**config.mk**
```make
export PLATFORM = sky130hd
export DESIGN_NAME = fp_norm_round32
export DESIGN_NICKNAME = d
export VERILOG_FILES = /design/src/rtl/fp_norm_round32_pkg.sv /design/src/rtl/fp_norm_round32_cntlz.sv /design/src/rtl/fp_norm_round32.sv
export SDC_FILE = /design/constraint.sdc
export NUM_CORES = 1
export LEC_CHECK = 0
export ABC_AREA = 1
export BUFFER_PORTS_ARGS = -buffer_cell sky130_fd_sc_hd__buf_2
export CORE_ASPECT_RATIO = 0.6
export CORE_MARGIN = 5
export CORE_UTILIZATION = 60
export CTS_BUF_LIST = sky130_fd_sc_hd__clkbuf_4
export DETAILED_ROUTE_END_ITERATION = 8
export HOLD_SLACK_MARGIN = 0.03
export PLACE_DENSITY_LB_ADDON = 0.08
export SETUP_SLACK_MARGIN = 0.15
export SLEW_MARGIN = 20
export SYNTH_ARGS = -nofsm -noshare
export SYNTH_HDL_FRONTEND = slang
export SYNTH_SLANG_ARGS = --single-unit
```
**constraint.sdc**
```tcl
create_clock -name clk -period 3.65 [get_ports clk]
set_input_delay 0.365 -clock clk [delete_from_list [all_inputs] [get_ports clk]]
set_output_delay 0.365 -clock clk [all_outputs]
set_load 0.03 [all_outputs]
```
**src/rtl/fp_norm_round32_pkg.sv**
```systemverilog
// Shared FP32 types, constants and pipeline bundles for the
// normalize-and-round stage (optional subnormal support: FP_DENORM_EN).
package fp32Pkg;

  localparam int EX   = 56;
  localparam int SW   = 48;
  localparam int FX   = 23;
  localparam int FMSB = FX - 1;
  localparam int EMSB = 30;

  typedef struct packed {
    logic            sign;
    logic [7:0]      exp;
    logic [FMSB:0]   frac;
  } FP32;

  typedef enum logic [2:0] {
    RM_RNE = 3'd0,
    RM_RTZ = 3'd1,
    RM_RDN = 3'd2,
    RM_RUP = 3'd3,
    RM_RMM = 3'd4
  } fp_rm_t;

  typedef enum logic [2:0] {
    CL_NORM  = 3'd0,
    CL_SUB   = 3'd1,
    CL_SPEC  = 3'd2,
    CL_ZERO  = 3'd3,
    CL_FLUSH = 3'd4
  } fp_cls_t;

  localparam logic [30:0] FP32_MAXFIN = 31'h7F7FFFFF;
  localparam logic [30:0] FP32_INF    = 31'h7F800000;

  typedef struct packed {
    logic          v;
    logic          sign;
    logic [SW-1:0] sig;
    logic [5:0]    lz;
    logic [9:0]    e;
    logic          spec;
    logic          zero;
    logic          under;
    fp_rm_t        rm;
  } s1_t;

  typedef struct packed {
    logic       v;
    logic       sign;
    fp_cls_t    cls;
    fp_rm_t     rm;
    logic [9:0] e;
    logic [23:0] man;
    logic       g;
    logic       s;
  } s2_t;

  typedef struct packed {
    logic       v;
    logic       sign;
    fp_cls_t    cls;
    fp_rm_t     rm;
    logic [9:0] e;
    logic [24:0] man;
    logic       nx;
  } s3_t;

  function automatic fp_rm_t rm_fix(
    input logic [2:0] r,
    input logic [2:0] dflt
  );
    fp_rm_t m;
    m = (r > 3'd4) ? fp_rm_t'(dflt) : fp_rm_t'(r);
    return m;
  endfunction

endpackage

```
**src/rtl/fp_norm_round32_cntlz.sv**
```systemverilog
// 48-bit leading-zero counter; all-zero input
// yields 48.
module fp_cntlz48 (
  input  logic [47:0] sig_i,
  output logic [5:0]  cnt_o
);

  // highest set bit wins, so scan upward
  always_comb begin
    cnt_o = 6'd48;
    for (int k = 0; k < 48; k++) begin
      if (sig_i[k]) cnt_o = 6'(47 - k);
    end
  end

endmodule

```
**src/rtl/fp_norm_round32.sv**
```systemverilog
// Four-stage normalize/round/pack of the expanded FP32 product.
// Macro FP_DENORM_EN enables gradual underflow instead of flush.
module fp_norm_round32
  import fp32Pkg::*;
#(
  parameter logic [2:0] RM_DEFAULT = 3'd0
) (
  input  logic          clk,
  input  logic          rst_n,
  input  logic          ce,
  input  logic          i_valid,
  input  logic [EX:0]   i,
  input  logic          i_under,
  input  logic [2:0]    rm,
  output logic          o_valid,
  output logic [31:0]   o,
  output logic          inexact,
  output logic          overflow,
  output logic          underflow
);

  s1_t s1_d, s1_q;
  s2_t s2_d, s2_q;
  s3_t s3_d, s3_q;

  logic [5:0]  lz;
  logic [7:0]  in_exp;
  logic [47:0] in_sig;

  assign in_exp = i[EX-1:EX-8];
  assign in_sig = i[SW-1:0];

  fp_cntlz48 u_lz (
    .sig_i (in_sig),
    .cnt_o (lz)
  );

  // stage 1: classify input, count zeros, form working exponent
  always_comb begin
    s1_d       = '0;
    s1_d.v     = i_valid;
    s1_d.sign  = i[EX];
    s1_d.sig   = in_sig;
    s1_d.lz    = lz;
    s1_d.e     = {2'b00, in_exp} + 10'd1 - {4'b0000, lz};
    s1_d.spec  = (in_exp == 8'hFF);
    s1_d.zero  = (in_sig == '0);
    s1_d.under = i_under;
    s1_d.rm    = rm_fix(rm, RM_DEFAULT);
  end

  logic [47:0] norm;
  logic        tiny;
`ifdef FP_DENORM_EN
  logic [9:0]  rsh;
  logic [4:0]  sh;
  logic [47:0] mask;
  logic [47:0] den;
  logic        lost;
`endif

  // stage 2: normalize and pick the result class
  always_comb begin
    norm = s1_q.sig << s1_q.lz;
    tiny = s1_q.e[9] || (s1_q.e == '0);
`ifdef FP_DENORM_EN
    rsh  = 10'd1 - s1_q.e;
    sh   = (rsh > 10'd26) ? 5'd26 : rsh[4:0];
    mask = (48'd1 << sh) - 48'd1;
    den  = norm >> sh;
    lost = |(norm & mask);
`endif
    s2_d      = '0;
    s2_d.v    = s1_q.v;
    s2_d.sign = s1_q.sign;
    s2_d.rm   = s1_q.rm;
    s2_d.e    = s1_q.e;
    s2_d.cls  = CL_NORM;
    s2_d.man  = norm[47:24];
    s2_d.g    = norm[23];
    s2_d.s    = |norm[22:0];
    if (s1_q.spec) begin
      s2_d.cls = CL_SPEC;
      s2_d.man = {1'b0, s1_q.sig[46:24]};
      s2_d.g   = 1'b0;
      s2_d.s   = 1'b0;
    end else if (s1_q.zero) begin
      s2_d.cls = CL_ZERO;
    end else if (s1_q.under) begin
      s2_d.cls = CL_FLUSH;
    end else if (tiny) begin
`ifdef FP_DENORM_EN
      s2_d.cls = CL_SUB;
      s2_d.man = den[47:24];
      s2_d.g   = den[23];
      s2_d.s   = (|den[22:0]) | lost;
`else
      s2_d.cls = CL_FLUSH;
`endif
    end
  end

  logic inc;
  logic gs;
  logic rnd;

  // stage 3: rounding increment by mode
  always_comb begin
    gs  = s2_q.g | s2_q.s;
    rnd = (s2_q.cls == CL_NORM) ||
          (s2_q.cls == CL_SUB);
    unique case (s2_q.rm)
      RM_RNE:  inc = s2_q.g & (s2_q.s | s2_q.man[0]);
      RM_RTZ:  inc = 1'b0;
      RM_RDN:  inc = gs & s2_q.sign;
      RM_RUP:  inc = gs & ~s2_q.sign;
      RM_RMM:  inc = s2_q.g;
      default: inc = 1'b0;
    endcase
    s3_d      = '0;
    s3_d.v    = s2_q.v;
    s3_d.sign = s2_q.sign;
    s3_d.cls  = s2_q.cls;
    s3_d.rm   = s2_q.rm;
    s3_d.e    = s2_q.e;
    s3_d.man  = {1'b0, s2_q.man} +
                {24'd0, rnd & inc};
    s3_d.nx   = rnd ? gs :
                (s2_q.cls == CL_FLUSH);
  end

  FP32        res_d, res_q;
  logic       nx_d, of_d, uf_d;
  logic       nx_q, of_q, uf_q;
  logic       v_q;
  logic [9:0] e2;
  logic       ovf;
  logic       away;

  // stage 4: post-round exponent fix-up, overflow and pack
  always_comb begin
    e2   = s3_q.e + {9'd0, s3_q.man[24]};
    ovf  = !e2[9] && (e2 >= 10'd255);
    away = (s3_q.rm == RM_RNE) ||
           (s3_q.rm == RM_RMM) ||
           ((s3_q.rm == RM_RUP) && !s3_q.sign) ||
           ((s3_q.rm == RM_RDN) && s3_q.sign);
    res_d = '0;
    nx_d  = 1'b0;
    of_d  = 1'b0;
    uf_d  = 1'b0;
    unique case (1'b1)
      (s3_q.cls == CL_SPEC): begin
        res_d = {s3_q.sign, 8'hFF,
                 s3_q.man[22:0]};
      end
      (s3_q.cls == CL_ZERO): begin
        res_d = {s3_q.sign, 31'd0};
      end
      (s3_q.cls == CL_FLUSH): begin
        res_d = {s3_q.sign, 31'd0};
        nx_d  = 1'b1;
        uf_d  = 1'b1;
      end
      (s3_q.cls == CL_SUB): begin
        res_d = {s3_q.sign, 7'd0,
                 s3_q.man[23],
                 s3_q.man[22:0]};
        nx_d  = s3_q.nx;
        uf_d  = ~s3_q.man[23] & s3_q.nx;
      end
      (s3_q.cls == CL_NORM): begin
        if (ovf) begin
          res_d = away ?
                  {s3_q.sign, FP32_INF} :
                  {s3_q.sign, FP32_MAXFIN};
          nx_d  = 1'b1;
          of_d  = 1'b1;
        end else begin
          res_d = {s3_q.sign, e2[7:0],
                   s3_q.man[22:0]};
          nx_d  = s3_q.nx;
        end
      end
      default: begin
        res_d = '0;
      end
    endcase
  end

  // pipeline registers advance only on enabled cycles
  always_ff @(posedge clk or negedge rst_n) begin
    if (!rst_n) begin
      s1_q <= '0;
      s2_q <= '0;
      s3_q <= '0;
    end else if (ce) begin
      s1_q <= s1_d;
      s2_q <= s2_d;
      s3_q <= s3_d;
    end
  end

  // output register; data holds while no result emerges
  always_ff @(posedge clk or negedge rst_n) begin
    if (!rst_n) begin
      v_q   <= 1'b0;
      res_q <= '0;
      nx_q  <= 1'b0;
      of_q  <= 1'b0;
      uf_q  <= 1'b0;
    end else if (ce) begin
      v_q <= s3_q.v;
      if (s3_q.v) begin
        res_q <= res_d;
        nx_q  <= nx_d;
        of_q  <= of_d;
        uf_q  <= uf_d;
      end
    end
  end

  assign o_valid   = v_q;
  assign o         = res_q;
  assign inexact   = nx_q;
  assign overflow  = of_q;
  assign underflow = uf_q;

endmodule

```
# After elaboration in Yosys (flattened, before gate mapping)
# Cells that the tools add are included.
# classes
add_sub_neg,4
magnitude_cmp,2
eq_ne,13
shift,1
muxes,64
n_bitwise,9
n_reduce_logical,19
# ops
op,count
two-way mux 6 bit,32
case mux 32 bit (4 select lines),1
two-way mux 5 bit,16
logical NOT 48 bit,1
<< shifter 48 x 6 -> 48 bit,1
two-way mux 31 bit,1
two-way mux 26 bit,1
adder 24 x 1 -> 25 bit,1
two-way mux 24 bit,1
OR reduction 23 bit,1
"equality test 3 x 2 -> 1 bit, second input constant",6
two-way mux 3 bit,5
"equality test 3 bit, second input constant",4
logical NOT 3 bit,4
adder 10 x 1 -> 10 bit,1
">= comparator 10 x 8 -> 1 bit, second input constant",1
logical NOT 10 bit,1
subtractor 9 x 6 -> 10 bit,1
"adder 8 x 1 -> 9 bit, second input constant",1
"equality test 8 bit, second input constant",1
"equality test 3 x 1 -> 1 bit, second input constant",2
AND 1 bit,5
logical OR 1 bit,5
two-way mux 1 bit,4
10 further kinds,15
# word_totals
regBits,196
input_bits,65
out_inout_bits,36
wordCells,143

# Depth between registers and ports, before layout
# depth
ltp_word,49
depth_mapped,61
mapped_depth_nobuf,61

# Modules after synthesis
# A second synthesis with hierarchy kept.
# hier_totals
cells_unflattened,1880
hier_area_um2,12708.4
# by_module_without_submodules
mod,n_inst,cells_per_inst,area_per_inst_um2,seq_area_each_um2
fp_norm_round32,1,1713,12012.8,4904.7
fp_cntlz48,1,167,695.7,0.0

# Worst setup path before layout
# Ideal clock, no wire load.
# synth_path
kind,input-to-reg
start,input i[1]
end,register s1_q[15] (netlist name)
setup_ns,0.124
arrival_time_ns,3.734
t_required_ns,3.526
slack_ns,-0.208
path_stages,60
path_buffers,0
cell_sequence,inv_1 > nand2_1 > nand2_1 > nand2_1 > nand2_1 > nand2_1 > nand2_1 > nand2_1 > nand2_1 > nand2_1 > nand2_1 > nand2_1 > nand2_1 > nand2_1 > nand2_1 > nand2_1 > nand2_1 > nand2_1 > [... 24 more ...] > nand2_1 > nand2_1 > nand2_1 > nand2_1 > nand2_1 > nand2_1 > ha_1 > ha_1 > inv_1 > fa_1 > inv_1 > a21oi_1 > o21bai_1 > nand2_1 > nand2_1 > a21oi_1 > o211ai_1 > nand2_1
# synth_via
elab_chain_cells,48
# synth_lines
item,line,text
from (decl),fp_norm_round32.sv:12,"input logic [EX:0] i,"
two-way mux 5 bit (15 in a row),fp_norm_round32_cntlz.sv:12,if (sig_i[k]) cnt_o = 6'(47 - k);
two-way mux 6 bit (32 in a row),fp_norm_round32_cntlz.sv:12,
subtractor 9 x 6 -> 10 bit,fp_norm_round32.sv:45,"s1_d.e = {2'b00, in_exp} + 10'd1 - {4'b0000, lz};"
to (signal assigned),fp_norm_round32.sv:194,s1_q <= '0;
to (signal assigned),fp_norm_round32.sv:198,s1_q <= s1_d;
to (decl),fp_norm_round32.sv:22,"s1_t s1_d, s1_q;"
# Every way passes these cells.
# A chain may end at the register's enable or synchronous reset.

# Worst setup path in the final report
# layout_path
start,input i[1]
end,register s1_q[13] (netlist name)
# The elaborated chain is that of the path after synthesis.

==> flow_summary.json <==
{
  "status": "finished, violations left",
  "violations": "setup timing",
  "track_usage_pct": 32.1,
  "root_buffer": "clkbuf_4",
  "power.total_w": 0.00593,
  "synth_area_leaders": "dfrtp_1, nand2_1, o21ai_0",
  "top_layer_used": "met5",
  "cts.sinks": 196,
  "cp_num_buf_inv": 5,
  "yosysUniqueCellTypes": 51,
  "rsz0062_at_grt": "yes",
  "tightest_slew_ns": 0.974,
  "vias": 12100,
  "io_buffers": 100,
  "finalWorstSetupSlack_ns": -0.720,
  "critPathLaunchType": "input port",
  "crit_start": "i[1]",
  "critPathCaptureType": "flip-flop",
  "drt_iter0_markers": 1580,
  "pre_cts_slack_ns": -1.01,
  "path_clk_slew_ns": 0.18,
  "synth-seq-cells": 196,
  "powerDensity_nw_per_um2": 417,
  "numCtsBuffers": 17,
  "syn2layout_area_growth_pct": 17.7,
  "max-slew-margin-rel_pct": 35.1,
  "grt_max_degree": 201,
  "cts_tree": "done",
  "wl_met3_um": 4120,
  "fin_nets": 1902,
  "grt-ovfl-total": 0,
  "netlist.area_leader.share_pct": 40.6,
  "ant_nets": 0,
  "drt-vias-per-instance": 5.74,
  "synthArstFlopShare_pct": 100,
  "worst-path-max-fanout": 2,
  "cp.depth": 62,
  "synth_nets": 1749,
  "crit_type": "in -> reg",
  "skew_ns": 0.0219,
  "fp.dieW_um": 193,
  "r2r_setup_slack_ns": 0.02,
  "leakage_nw": 7.18,
  "routed-wl-met2_um": 15100,
  "wl_per_cell_um": 18.1,
  "finalCriticalPeriod_ns": 4.37,
  "start_util_pct": 60.8,
  "synth_edf_count": 0,
  "worstReg2RegStart": "s2_q[38]",
  "die_area_um2": 23200,
  "setup_viol": 8,
  "utilization_pct": 71.5,
  "synth_area_um2": 12100,
  "ys_warn_count": 0,
  "cts_max_level": 4,
  "synth_ff_type": "dfrtp_1",
  "dr.pass1.iters": 6,
  "drive_gt1_share_pct": 15.8,
  "drc": 0,
  "fmax_mhz": 229,
  "core_area_um2": 19900,
  "synth_common_cells": "nand2_1, o21ai_0, dfrtp_1, inv_1, nor2_1",
  "hpwl_um": 26400,
  "ios": 101,
  "cp.arrival_ns": 4.90,
  "finalHoldViolCount": 0,
  "rows": 40,
  "synth-seq-area-share_pct": 40.6,
  "clk_latency_ns": 0.63,
  "die_y_um": 120,
  "finalCritPeriodShare_pct": 120,
  "yosysTopAreaCell": "dfrtp_1",
  "wl_met1_um": 18000,
  "grt_pass1_vias": 11000,
  "grt_pass1_wl_um": 58400,
  "cp-endpoint": "s1_q[13]",
  "crit_family": "simple AND/OR/NAND/NOR gates",
  "drv_slew": 0,
  "synth.most_common_cell": "nand2_1",
  "clk_path_buf_depth": 2,
  "avgSynthCellArea_um2": 7.26,
  "drv_cap": 0,
  "worst_path_most_repeated_cell": "nand2_1",
  "syn_inst": 1663,
  "gp_congestion": 0.993,
  "whs_ns": 0.0652,
  "reg2regPathDepth": 18,
  "ir_worst_vdd_mv": 0.263,
  "hold_path_class": "in -> reg",
  "routed_wl_um": 38000,
  "crit-reg2reg-capture": "s3_q[25]",
  "fill_cells": 1636,
  "cp_slowest_stage_delay_ns": 0.34,
  "antenna_found_initial": 2,
  "crit_required_ns": 4.18,
  "crit_slowest_cell": "fa_2"
}
==> cells in the final DEF (no fill, tap or decap), types with 13 or more instances in the layout <==
cell / n
o211ai_1: 13
nand2_2: 16
buf_4: 77
nand2_1: 461
dlygate4sd3_1: 43
nand3_1: 45
o21ai_1: 37
inv_1: 170
nor2_1: 108
nor3_1: 13
ha_1: 16
mux2i_1: 47
buf_2: 96
dfrtp_1: 195
xor2_1: 14
clkbuf_4: 17
a21oi_1: 61
nand4_1: 13
o21ai_0: 200
o31ai_1: 30
==> stage by stage <==
step	instances	area [um^2]	setup TNS (ns)
6_report	2103	14200	-4.16
5_1_grt	2103	14200	-7.46
4_1_cts	2090	13900	-0.967
3_5_place_dp	2008	13100	-6.37
3_3_place_gp	2008	13100	-4.85
2_1_floorplan	1663	12100	-0.418
==> worst min-delay path by stage <==
stage                        start  endpoint  slack, ns  cells past startpoint
after floorplan              rst_n   inexact       0.07                      0
after detailed placement  s2_q[33]  s2_q[33]       0.46                      2
after global placement       o[24]     o[24]       0.46                      1
after CTS                    i[50]   s1_q[5]       0.03                      3
after global routing          i[6]  s1_q[28]       0.04                      4
final                        i[50]   s1_q[5]       0.07                      3
==> metal layers <==
metal  up-vias  GRT usage [%]
met3        69           9.68
met5         -              0
met1      5660           52.0
met4         2           7.12
li1       5763              -
met2       571           41.4
==> tightest hold or removal path: cells and delay by family <==
kind	cells	cell delay [ns]
compound gates	1	0.08
simple gates	1	0.09
buf+inv	1	0.11
==> state kept, by name (all words and copies together) (netlist names) <==
| name | count |
|---|---|
| inexact | 1 |
| o | 32 |
| o_valid | 1 |
| overflow | 1 |
| s1_q | 72 |
| s2_q | 44 |
| s3_q | 44 |
| underflow | 1 |
==> kinds of logic after synthesis <==
| logic type | after synthesis | share of synthesized area (%) |
|---|---|---|
| AND/OR/NAND/NOR | 685 | 22.7 |
| buffers and inverters | 290 | 10.2 |
| multiplexers | 47 | 3.90 |
| AO/OA/AOI/OAI | 405 | 19.0 |
| flip-flops | 196 | 40.6 |
| adder cells (fa/ha/maj) | 21 | 2.24 |
| XOR/XNOR | 19 | 1.38 |
==> cell type report <==
type                       count  area, um^2  share of cell area (%)
sequential                   196        4910                    34.5
inverter                     197         883                    6.22
timing repair buffer         227        1650                    11.6
tap                          273         342                    2.40
antenna                        1        2.50                  0.0176
clock inverter                15         128                   0.898
multi-input combinational   1177        6170                    43.4
clock buffer                  17         128                   0.898
==> where the power goes <==
group          internal (W)  switching, W
combinational      0.000701       0.00133
sequential          0.00250      0.000272
clock              0.000287      0.000831
total               0.00349       0.00244
==> what timing repair did <==
item	4_1_cts	5_1_grt
pin swaps	7	33
endpoints found under the hold margin	154	0
endpoints found under the setup margin	7	22
hold buffers	43	0
setup buffers	7	12
gates resized for setup	19	52
No activity file was read; power rests on OpenSTA's default activity.
